[config.mk]
export PLATFORM = sky130hd
export DESIGN_NAME = cic_interpolator
export DESIGN_NICKNAME = d
export VERILOG_FILES = /design/src/rtl/cic_interpolator.sv
export SDC_FILE = /design/constraint.sdc
export NUM_CORES = 1
export LEC_CHECK = 0
export BUFFER_PORTS_ARGS = -buffer_cell sky130_fd_sc_hd__buf_2
export CAP_MARGIN = 40
export CORE_AREA = 2 2 128 192
export CTS_BUF_LIST = sky130_fd_sc_hd__clkbuf_8
export CTS_CLUSTER_DIAMETER = 80
export DETAILED_ROUTE_END_ITERATION = 16
export DIE_AREA = 0 0 130 194
export HOLD_SLACK_MARGIN = 0.05
export PLACE_DENSITY = 0.69
export SLEW_MARGIN = 20
export SYNTH_ARGS = -nofsm -noshare
export SYNTH_HDL_FRONTEND = slang
export SYNTH_SLANG_ARGS = --single-unit
[constraint.sdc]
create_clock -name clk -period 14 [get_ports clk]
set_clock_uncertainty 0.15 [all_clocks]
set_input_delay 2.8 -clock clk [delete_from_list [all_inputs] [get_ports clk]]
set_output_delay 2.8 -clock clk [all_outputs]
set_load 0.02 [all_outputs]
[src/rtl/cic_interpolator.sv]
// CIC interpolator: low-rate comb chain, zero-stuffing upsampler, full-rate integrator chain and a
// shift/saturate output stage. d_clk requests one upstream sample every R_eff clocks.
module cic_interpolator #(
  parameter int unsigned width  = 18,
  parameter int unsigned stages = 3
) (
  input  logic               clk,
  input  logic               rst,
  input  logic [15:0]        interpolation_ratio,
  input  logic [4:0]         gain_shift,
  input  logic signed [7:0]  d_in,
  output logic signed [7:0]  d_out,
  output logic               d_clk
);

  localparam logic signed [width-1:0] SatMax = {{(width-7){1'b0}}, 7'h7f};
  localparam logic signed [width-1:0] SatMin = {{(width-7){1'b1}}, 7'h00};

  logic [15:0]             cnt_q;
  logic [15:0]             r_eff_q;
  logic [15:0]             r_port;
  logic                    d_clk_q;

  logic signed [width-1:0] d_ext;
  logic signed [width-1:0] comb_x [stages];
  logic signed [width-1:0] comb_dly_q [stages];
  logic signed [width-1:0] comb_last;
  logic signed [width-1:0] comb_out_q;
  logic                    comb_vld_q;

  logic signed [width-1:0] up;
  logic signed [width-1:0] integ_q [stages];
  logic signed [width-1:0] shifted;
  logic signed [7:0]       d_out_d;
  logic signed [7:0]       d_out_q;

  // A programmed ratio of 0 behaves as 1.
  assign r_port = (interpolation_ratio == 16'd0) ? 16'd1 : interpolation_ratio;

  always_ff @(posedge clk) begin
    if (rst) begin
      cnt_q   <= '0;
      d_clk_q <= 1'b0;
      r_eff_q <= r_port;
    end else if (cnt_q == r_eff_q - 16'd1) begin
      cnt_q   <= '0;
      d_clk_q <= 1'b1;
      r_eff_q <= r_port;
    end else begin
      cnt_q   <= cnt_q + 16'd1;
      d_clk_q <= 1'b0;
    end
  end

  assign d_ext = {{(width-8){d_in[7]}}, d_in};

  // Comb chain is combinational from d_in; comb_x[k] is the input seen by stage k.
  always_comb begin
    logic signed [width-1:0] acc;
    acc = d_ext;
    for (int unsigned k = 0; k < stages; k++) begin
      comb_x[k] = acc;
      acc       = acc - comb_dly_q[k];
    end
    comb_last = acc;
  end

  always_ff @(posedge clk) begin
    if (rst) begin
      for (int unsigned k = 0; k < stages; k++) begin
        comb_dly_q[k] <= '0;
      end
      comb_out_q <= '0;
      comb_vld_q <= 1'b0;
    end else begin
      comb_vld_q <= d_clk_q;
      if (d_clk_q) begin
        for (int unsigned k = 0; k < stages; k++) begin
          comb_dly_q[k] <= comb_x[k];
        end
        comb_out_q <= comb_last;
      end
    end
  end

  assign up = comb_vld_q ? comb_out_q : '0;

  // Integrators wrap freely; the comb differences cancel the growth modulo 2^width.
  always_ff @(posedge clk) begin
    if (rst) begin
      for (int unsigned k = 0; k < stages; k++) begin
        integ_q[k] <= '0;
      end
    end else begin
      integ_q[0] <= integ_q[0] + up;
      for (int unsigned k = 1; k < stages; k++) begin
        integ_q[k] <= integ_q[k] + integ_q[k-1];
      end
    end
  end

  assign shifted = integ_q[stages-1] >>> gain_shift;

  always_comb begin
    d_out_d = shifted[7:0];
    if (shifted > SatMax) begin
      d_out_d = 8'sd127;
    end else if (shifted < SatMin) begin
      d_out_d = -8'sd128;
    end
  end

  always_ff @(posedge clk) begin
    if (rst) begin
      d_out_q <= '0;
    end else begin
      d_out_q <= d_out_d;
    end
  end

  assign d_out = d_out_q;
  assign d_clk = d_clk_q;

endmodule

Yosys cells after proc, flatten, opt, wreduce, memory -nomap -nowiden:

Memory sizes are Yosys's and may differ from the RTL's.
Cells that the tools add are included.

* register bits after elaboration: 60
* memory bits (writable): 108
* input bits: 31
* output and inout port bits: 9
* memories kept: 2

Memories
* comb_dly_q: depth 3, width 18, rd ports 3, clocked after Yosys merged registers in 0, wr ports 3, RTL line 26 `logic signed [width-1:0] comb_dly_q [stages];`
* integ_q: depth 3, width 18, rd ports 3, clocked after Yosys merged registers in 0, wr ports 3, RTL line 32 `logic signed [width-1:0] integ_q [stages];`

* add/sub/neg operators: 8
* $lt $le $gt $ge: 2
* eq/ne operators: 1
* shift-type cells: 1
* mux-type cells: 19
* bitwise logic cells: 6
* reductions and logical operators: 4

Operator list (count)
* $mux W18: 7
* $add A18 B18 Y18: 3
* $mux W16: 3
* $sub A18 B18 Y18: 2
* $gt A18 B8 Y1 const B: 1
* $lt A18 B8 Y1 const B: 1
* $sshr A18 B5 Y18: 1
* $sub A8 B18 Y18: 1
* $add A16 B1 Y16 const B: 1
* $eq A16 B16 Y1: 1
* $logic_not A16 Y1: 1
* $sub A16 B1 Y16 const B: 1
* $mux W8: 1
* $mux W1: 7
* $mux W7: 1
* $or A1 B1 Y1: 6
* $reduce_or A2 Y1: 2
* $reduce_bool A2 Y1: 1

Longest topological paths before layout:

Gate-level depths: netlist of the first run.
An unclocked memory read counts as a cell.

* depth in word-level cells: 5
* mapped depth: 27
* depth with buffers taken out: 27

Worst setup path before layout of the first run:

Ideal clock, no wire load.

* path kind: input to register
* start: in d_in[0]
* end: reg comb_out_q[16]
* library setup time: 0.129 ns
* arrival: 7.419 ns
* data required time: 13.721 ns
* path slack: 6.302 ns
* stages: 27
* path buffers: 0
* path through: inv_1 -> ha_1 -> fa_1 -> nor2b_1 -> o21ai_0 -> nand2b_1 -> a21o_1 -> a21o_1 -> a21o_1 -> a21oi_1 -> fa_1 -> inv_1 -> ha_1 -> o21a_1 -> o21ai_0 -> nand2b_1 -> a21oi_1 -> xnor2_1 -> ha_1 -> nand2_1 -> nor2_1 -> a211oi_1 -> o21ai_0 -> a2111o_1 -> a31oi_1 -> xor2_1 -> o21ai_0

RTL lines
* start: declaration: RTL line 11 `input logic signed [7:0] d_in,`
* end signal: assignment: RTL line 81 `comb_out_q <= comb_last;`
* end: declaration: RTL line 28 `logic signed [width-1:0] comb_out_q;`

==> out/metrics.cfg, run 1 <==
[hold_path]
hold_depth = 2
hold_class = reg -> reg
hold_start = comb_out_q[14]

[logic_synthesis]
yosysUniqueCellTypes = 69
postSynth.asyncResetShare_pct = 0
yosys_warnings = 0
yosys.area_share.simple_pct = 17.9
synth_fa_ha_area_share_pct = 12.9
synthMuxAreaShare_pct = 4.63
synth_xor_xnor_area_share_pct = 8.69
synth_top_cell_by_area = dfxtp_1
synth_fp_nets = 1289
synth_enable_flop_cells = 60
syn_area_sq_um = 10500
syn_avg_cell_area_sq_um = 9.07
synth_compound_area_share_pct = 15.5
synthMostInstantiatedCell = nor2_1
synth_flop_cell = dfxtp_1
ys_seq_elements = 158
ys_top_cells_by_count = nor2_1 (132), dfxtp_1 (98), ha_1 (95), inv_1 (71), a21oi_1 (69)
synth_top_area_share_pct = 18.7
synth_area_leaders = dfxtp_1 (19%), edfxtp_1 (17%), ha_1 (11%)
synthCells = 1155
synth_top_family_by_area = simple AND/OR/NAND/NOR gates
synth-seq-area-share_pct = 35.9

[layout]
nets = 1308
drive_gt1_share_pct = 8.85
diodes = 0
syn2layout_area_growth_pct = 8.03

[die]
initial_core_util_pct = 44.4
num_io_pins = 40
dieArea_sq_um = 25200
fp.dieH_um = 194
die_w_um = 130
core_area_sq_um = 23600
fp-row-count = 69

[placement]
place_congestion = 0.846
portBuffers = 39
dp_hpwl_um = 15000
dp_slack_ns = 5.68

[worst_setup_path]
critPathLaunchType = input pin
slowest_delay_ns = 0.50
setup.worst_path.start = d_in[0]
rr_startpoint = comb_dly_q[0][1]
slowest_stage = fa_1
crit_path_end_kind = flip-flop
crit_top_cell = o21ai_0
cp.required_ns = 14.20
cp.arrival_ns = 7.99
path_max_fanout = 5
r2r_cells = 25
crit_type = in -> reg

[clock_tree]
cts-buffers-inserted = 17
cts.htree.levels = 4
cts_tree = done
cts_resized = 0
clk_latency_ns = 0.48
cts_root_buffer = clkbuf_8
cts.clk_slew.worst_paths_ns = 0.08
postCtsSetupRepairBufs = 0
clockBufferDepth = 2
cts_sinks = 158
hold_buffers = 0

[routing]
via_per_inst = 5.28
drc_errors = 0
ant_nets = 0
vias = 7959
drtPass1Iterations = 5
avgRoutedWirePerCell_um = 13.1
wl_um = 19700
drtIter0Drc = 351

[sta]
finalCriticalPeriod_ns = 7.79
max_clock_freq_ghz = 0.128
worstMarginPinSlew_ns = 0.673
setup_viol = 0
finalCritPeriodShare_pct = 55.7
hold_violations = 0
setup_ws_ns = 6.21
timing.hold.ws_ns = 0.299
maxSlewViolCount = 0
relSlewSlack_pct = 55.2
final.setup.tns_ns = 0
rsz0062_at_grt = false

[run_status]
status = finished clean

[global_route]
grt_max_degree = 51
antenna_found_initial = 0
first_global_vias = 7894
grt_util_all_layers_pct = 16.7
grt_pass1_wl_um = 34500
overflow = 0

[run]
cap_violations = 0

[power_and_ir_drop]
powerDensity_nw_per_um2 = 100
power.total_mw = 1.14
vdd_drop_max_mv = 0.0631
power_leakage_nw = 4.89

==> path summary, 6_finish.rpt <==
| kind | endpoint | slack (ns) |
|---|---|---|
| worst max-delay path | comb_out_q[16] | 6.21 |
| worst min-delay path | comb_out_q[14] | 0.30 |
| worst max register to register | comb_out_q[16] | 8.20 |
| worst min register to register | comb_out_q[14] | 0.30 |
==> final cells by class <==
cell class              instances  area [sq um]
fillers                      2235         12300
multi-input cells             881          6250
flip-flops and latches        158          3760
well taps                     319           399
inverters                      71           267
repair buffers                 45           255
clock buffers                  17           234
clock inverters                15           148
==> worst max-delay path: cells and delay by family <==
kind                     cells  cell delay (ns)
AO/OA/AOI/OAI               13             2.48
AND/OR/NAND/NOR              5             0.45
adder cells (fa/ha/maj)      5             1.79
buffers and inverters        3             0.16
XOR/XNOR                     2             0.31
==> report_power, final <==
group | switching (mW) | internal [mW]
Sequential | 0.0106 | 0.490
Clock | 0.190 | 0.146
Combinational | 0.168 | 0.133
Total | 0.369 | 0.769
==> cells by family (layout without fill, tap and decap cells) <==
group | Yosys count | count (layout)
adder cells (fa/ha/maj) | 103 | 103
AO/OA/AOI/OAI | 254 | 254
AND/OR/NAND/NOR | 378 | 378
multiplexers | 42 | 42
flip-flops | 158 | 158
XOR/XNOR | 104 | 104
buffers and inverters | 116 | 148
==> layer usage <==
metal | share of wire, % | vias to the layer above | track usage [%]
met5 | 0 | - | 0
met4 | 2.5 | 0 | 7.13
met3 | 2.4 | 35 | 3.09
met2 | 55 | 100 | 31.3
met1 | 41 | 3714 | 17.8
li1 | - | 4110 | -
==> flip-flops by register name, indices dropped and copies added (netlist names) <==
name        cells
cnt_q          16
comb_dly_q     44
comb_vld_q      1
r_eff_q        16
d_clk           1
integ_q        54
comb_out_q     18
d_out           8
==> placed cells by master (no fill, tap or decap), types with 5 or more instances in the layout <==
cell / n
clkbuf_8: 17
mux2_2: 12
and3_1: 6
xnor2_1: 55
o21ai_0: 59
fa_1: 8
nand4_1: 7
o31ai_1: 6
inv_1: 71
mux2i_1: 26
inv_6: 6
buf_2: 39
a31oi_1: 11
edfxtp_1: 60
nor3_1: 23
nand3_1: 22
a21oi_1: 69
or2_2: 5
a211oi_1: 14
a21o_1: 31
nand2_1: 57
nand2b_1: 29
xor2_1: 49
and2_1: 48
nor2b_1: 24
o21a_1: 15
ha_1: 95
dfxtp_1: 98
nor2_1: 132
nor4_1: 8
o211ai_1: 7
==> through the flow <==
stage | cell area, sq um | util, % | instances
4_1_cts | 11300 | 48.0 | 1505
6_report | 11300 | 48.0 | 1506
3_3_place_gp | 10900 | 46.3 | 1472
5_1_grt | 11300 | 48.0 | 1506
2_1_floorplan | 10500 | - | 1155
3_5_place_dp | 10900 | 46.3 | 1473
(Power assumes the default switching activity.)
==> inputs of run 2 (changes only) <==
--- a/config.mk
+++ b/config.mk
@@ -13,7 +13,7 @@
 export DETAILED_ROUTE_END_ITERATION = 16
 export DIE_AREA = 0 0 130 194
 export HOLD_SLACK_MARGIN = 0.05
-export PLACE_DENSITY = 0.69
+export PLACE_DENSITY = 0.71
 export SLEW_MARGIN = 20
 export SYNTH_ARGS = -nofsm -noshare
 export SYNTH_HDL_FRONTEND = slang
==> constraint.sdc (replaced) <==
create_clock -name clk -period 6.6 [get_ports clk]
set_clock_uncertainty 0.15 [all_clocks]
set_input_delay 1.32 -clock clk [delete_from_list [all_inputs] [get_ports clk]]
set_output_delay 1.32 -clock clk [all_outputs]
set_load 0.02 [all_outputs]
==> out/metrics.cfg, run 2 (synthesis results as in run 1) <==
[clock_tree]
cts.htree.levels = 4
cts_sinks = 158
cts_tree = done
cts-buffers-inserted = 17
clk_latency_ns = 0.45
cts.clk_slew.worst_paths_ns = 0.08
postCtsSetupRepairBufs = 0
hold_buffers = 0
cts_resized = 0
cts_root_buffer = clkbuf_8
clockBufferDepth = 2

[sta]
finalCriticalPeriod_ns = 6.19
maxSlewViolCount = 0
rsz0062_at_grt = false
finalCritPeriodShare_pct = 93.7
timing.hold.ws_ns = 0.286
hold_violations = 0
setup_viol = 0
relSlewSlack_pct = 45.2
worstMarginPinSlew_ns = 0.822
max_clock_freq_ghz = 0.162
setup_ws_ns = 0.415

[global_route]
grt_max_degree = 78
overflow = 0
grt_pass1_wl_um = 33600
antenna_found_initial = 0
first_global_vias = 7782
grt_util_all_layers_pct = 16.1

[worst_setup_path]
critPathTopFamily = compound AO/OA/AOI/OAI gates
setup.worst_path.start = d_in[1]
cp_num_buf_inv = 2
slowest_stage = fa_1
path_max_fanout = 3
cp.arrival_ns = 6.37
crit_type = in -> reg
rrSetupSlack_ns = 0.93
critical_path_depth = 25
cp.required_ns = 6.78
crit_path_end = comb_out_q[16]
rr_endpoint = comb_out_q[16]
slowest_delay_ns = 0.47
rr_startpoint = comb_dly_q[0][1]
critPathLaunchType = input pin
r2r_cells = 25
crit_path_end_kind = flip-flop

[die]
core_area_sq_um = 23600
dieArea_sq_um = 25200
initial_core_util_pct = 44.4
fp-row-count = 69
num_io_pins = 40
die_w_um = 130
fp.dieH_um = 194

[layout]
diodes = 0
multi_input_area_sq_um = 6250
regArea_sq_um = 3760
top_register = integ_q
nets = 1313
final_common_cell = nor2_1
largest_register_ffs = 54
drive_gt1_share_pct = 8.98
nFillCells = 2217
mostFrequentLayoutCells = nor2_1 (132), dfxtp_1 (98), ha_1 (95)
top_regs = integ_q (54), comb_dly_q (44), comb_out_q (18)
syn2layout_area_growth_pct = 8.26
fin_util_pct = 48.1

[routing]
drtPass1Iterations = 4
avgRoutedWirePerCell_um = 13.0
via_per_inst = 5.28
drc_errors = 0
ant_nets = 0
wl_um = 19600
vias = 7983
drtIter0Drc = 347

[hold_path]
hold_class = reg -> reg
hold_depth = 1

[power_and_ir_drop]
pwr-share-seq_pct = 43.7
p_int_mw = 1.67
clkPwrFrac_pct = 29.3
power.switching_uw = 759
vdd_drop_max_mv = 0.117
power_leakage_nw = 4.91
powerDensity_nw_per_um2 = 214
p_comb_share_pct = 27.0
swShare_pct = 31.2
power.total_mw = 2.43

[placement]
dp_hpwl_um = 14800
place_congestion = 0.846
portBuffers = 39
dp_slack_ns = -0.0247

[run]
cap_violations = 0

[run_status]
status = finished clean

## run 2: cell count changes in the layout (fill, tap and decap cells not counted)
cell	before	now
inv_8	2	0
inv_4	1	0
buf_4	4	11
clkinv_1	0	1
inv_6	6	1
clkinv_4	1	4
bufinv_16	1	2
clkinvlp_4	3	4
inv_1	71	73
buf_8	2	0
## run 2: routing by layer
metal	wire, um	track usage, %	vias up
met2	10700	30.9	98
met1	8240	17.1	3731
li1	-	-	4128
met4	297	5.66	0
met3	403	2.95	26
met5	0	0	-
## run 2: worst reg2reg max path, cell delays in order, from the launching register on
cell and delay (ns):
edfxtp_1 0.43, inv_1 0.08, ha_1 0.21, nor2b_1 0.14, o31a_1 0.27, o41a_1 0.37
a21oi_1 0.27, fa_1 0.47, inv_1 0.07, ha_1 0.23, o221a_2 0.14, o31a_1 0.12
o21a_1 0.19, o21ai_0 0.23, nand2b_1 0.08, a21oi_1 0.18, xnor2_1 0.16, ha_1 0.29
nand2_1 0.09, nor2_1 0.04, a211oi_1 0.28, o21ai_0 0.19, a2111o_1 0.43, a31oi_1 0.21
xor2_1 0.15, o21ai_0 0.08
## run 2: how the worst min path moves through the flow
stage	end	from	slack (ns)
finish	comb_out_q[0]	d_clk	0.29
global route	comb_out_q[0]	d_clk	0.31
CTS	comb_out_q[0]	d_clk	0.28
detailed placement	comb_out_q[0]	d_clk	0.27
global placement	comb_out_q[0]	d_clk	0.27
floorplan	comb_out_q[10]	comb_out_q[10]	0.27
## run 2: area by class of cell
cell class	instances	area share, %
flip-flops and latches	158	33.2
clock buffers	17	2.06
repair buffers	50	2.45
clock inverters	15	1.32
well taps	319	3.52
inverters	71	2.35
multi-input cells	881	55.1
## run 2: power groups by stage
stage | clock, mW | combinational, mW | sequential, mW
after floorplan | 0 | 0.512 | 1.08
after global placement | 0 | 0.637 | 1.08
after detailed placement | 0 | 0.654 | 1.08
after CTS | 0.734 | 0.657 | 1.06
after global routing | 0.769 | 0.737 | 1.07
final | 0.711 | 0.656 | 1.06
## run 2: metrics by stage
| step | cells | TNS, ns | area [sq um] |
|---|---|---|---|
| 6_report | 1511 | 0 | 11300 |
| 4_1_cts | 1511 | 0 | 11300 |
| 2_1_floorplan | 1155 | 0 | 10500 |
| 5_1_grt | 1511 | 0 | 11300 |
| 3_5_place_dp | 1479 | -0.0247 | 11000 |
| 3_3_place_gp | 1479 | 0 | 11000 |
==> inputs of run 3 (changes only) <==
--- a/config.mk
+++ b/config.mk
@@ -8,8 +8,6 @@
 export BUFFER_PORTS_ARGS = -buffer_cell sky130_fd_sc_hd__buf_2
 export CAP_MARGIN = 40
 export CORE_AREA = 2 2 128 192
-export CTS_BUF_LIST = sky130_fd_sc_hd__clkbuf_8
-export CTS_CLUSTER_DIAMETER = 80
 export DETAILED_ROUTE_END_ITERATION = 16
 export DIE_AREA = 0 0 130 194
 export HOLD_SLACK_MARGIN = 0.05
==> out/metrics.cfg, run 3 (synthesis results as in run 1) <==
[power_and_ir_drop]
p_comb_share_pct = 24.4
power.total_mw = 2.69
vdd_drop_max_mv = 0.179
power_leakage_nw = 4.99
powerDensity_nw_per_um2 = 234
clkPwrFrac_pct = 36.1
swShare_pct = 29.6
p_int_mw = 1.90
power.switching_uw = 798
pwr-share-seq_pct = 39.4

[sta]
rsz0062_at_grt = false
worstMarginPinSlew_ns = 0.824
finalCritPeriodShare_pct = 92.9
setup_viol = 0
setup_ws_ns = 0.471
final.setup.tns_ns = 0
hold_violations = 0
timing.hold.ws_ns = 0.282
maxSlewViolCount = 0
relSlewSlack_pct = 45.1
finalCriticalPeriod_ns = 6.13
max_clock_freq_ghz = 0.163

[placement]
dpl_cell_area_sq_um = 11000
place_congestion = 0.846
dpl.cell_count = 1479
dp_hpwl_um = 14800
portBuffers = 39
dp_slack_ns = -0.0247

[routing]
wl_um = 19800
routed-wl-met2_um = 10800
drtPass1Iterations = 7
avgRoutedWirePerCell_um = 13.1
ant_nets = 0
top_layer = met4
drtIter0Drc = 372
met3WireLength_um = 416
via_per_inst = 5.28
wl_met1_um = 8320
drc_errors = 0
vias = 7974

[worst_setup_path]
slowest_stage = fa_1
crit_path_end_kind = flip-flop
crit_top_cell = ha_1
slowest_delay_ns = 0.47
crit_type = in -> reg
path_max_fanout = 3
r2r_cells = 25
cp.required_ns = 6.76
cp.arrival_ns = 6.29
critPathLaunchType = input pin

[global_route]
grt_util_all_layers_pct = 16.3
first_global_vias = 7775
antenna_found_initial = 0
overflow = 0
grt_pass1_wl_um = 33800
grt_max_degree = 78

[clock_tree]
cts_sinks = 158
cts-buffers-inserted = 17
cts_tree = done
cts.htree.levels = 4
clockBufferDepth = 2
cts.clk_slew.worst_paths_ns = 0.06
clk_latency_ns = 0.43
cts_root_buffer = clkbuf_16
hold_buffers = 0

[die]
num_io_pins = 40
fp.dieH_um = 194
die_w_um = 130
initial_core_util_pct = 44.4
dieArea_sq_um = 25200
fp-row-count = 69
core_area_sq_um = 23600

[layout]
fin_util_pct = 48.9
nFillCells = 2173
top_regs = integ_q (54), comb_dly_q (44), comb_out_q (18)
multi_input_area_sq_um = 6250
stdcell_count = 1511
syn2layout_area_growth_pct = 10.1
final_common_cell = nor2_1
largest_register_ffs = 54
nets = 1313
mostFrequentLayoutCells = nor2_1 (132), dfxtp_1 (98), ha_1 (95)
diodes = 0
regArea_sq_um = 3760
stdcell_area_sq_um = 11500
drive_gt1_share_pct = 8.98
top_register = integ_q

[run]
cap_violations = 0

[hold_path]
hold_class = reg -> reg
hold_depth = 1

[run_status]
status = finished clean

-- run 3: layout make-up --
class	count	share of cell area [%]
multi-input cells	881	54.2
flip-flops and latches	158	32.6
clock buffers	19	3.75
well taps	319	3.46
repair buffers	50	2.41
inverters	71	2.31
clock inverters	13	1.24
-- run 3: what timing repair did --
| action | 4_1_cts | 5_1_grt |
|---|---|---|
| buffers inserted | 0 | 0 |
| resized for setup | 0 | 1 |
| setup endpoints to repair | 0 | 2 |
-- run 3: final timing paths --
kind	start	to	slack, ns
worst max-delay path	d_in[1]	comb_out_q[16]	0.47
worst max register to register	comb_dly_q[0][1]	comb_out_q[16]	1.02
worst min-delay path	d_clk	comb_out_q[0]	0.28
worst min register to register	d_clk	comb_out_q[0]	0.28
-- run 3: critical path, delay by kind of cell --
family,cells,cell delay [ns]
AO/OA/AOI/OAI,13,2.87
adder cells (fa/ha/maj),4,1.26
AND/OR/NAND/NOR,4,0.34
XOR/XNOR,2,0.31
buffers and inverters,2,0.18
-- run 3: per-layer routing --
layer  up-vias  track usage [%]
li1       4130                -
met1      3721             17.3
met2        90             31.0
met3        33             2.90
met4         0             6.09
met5         -                0
-- run 3: power groups by stage --
stage	Clock [mW]	Sequential [mW]	Combinational, mW
2_1_floorplan	0	1.08	0.512
3_3_place_gp	0	1.08	0.637
3_5_place_dp	0	1.08	0.654
4_1_cts	0.987	1.06	0.659
5_1_grt	1.03	1.07	0.738
6_report	0.973	1.06	0.658
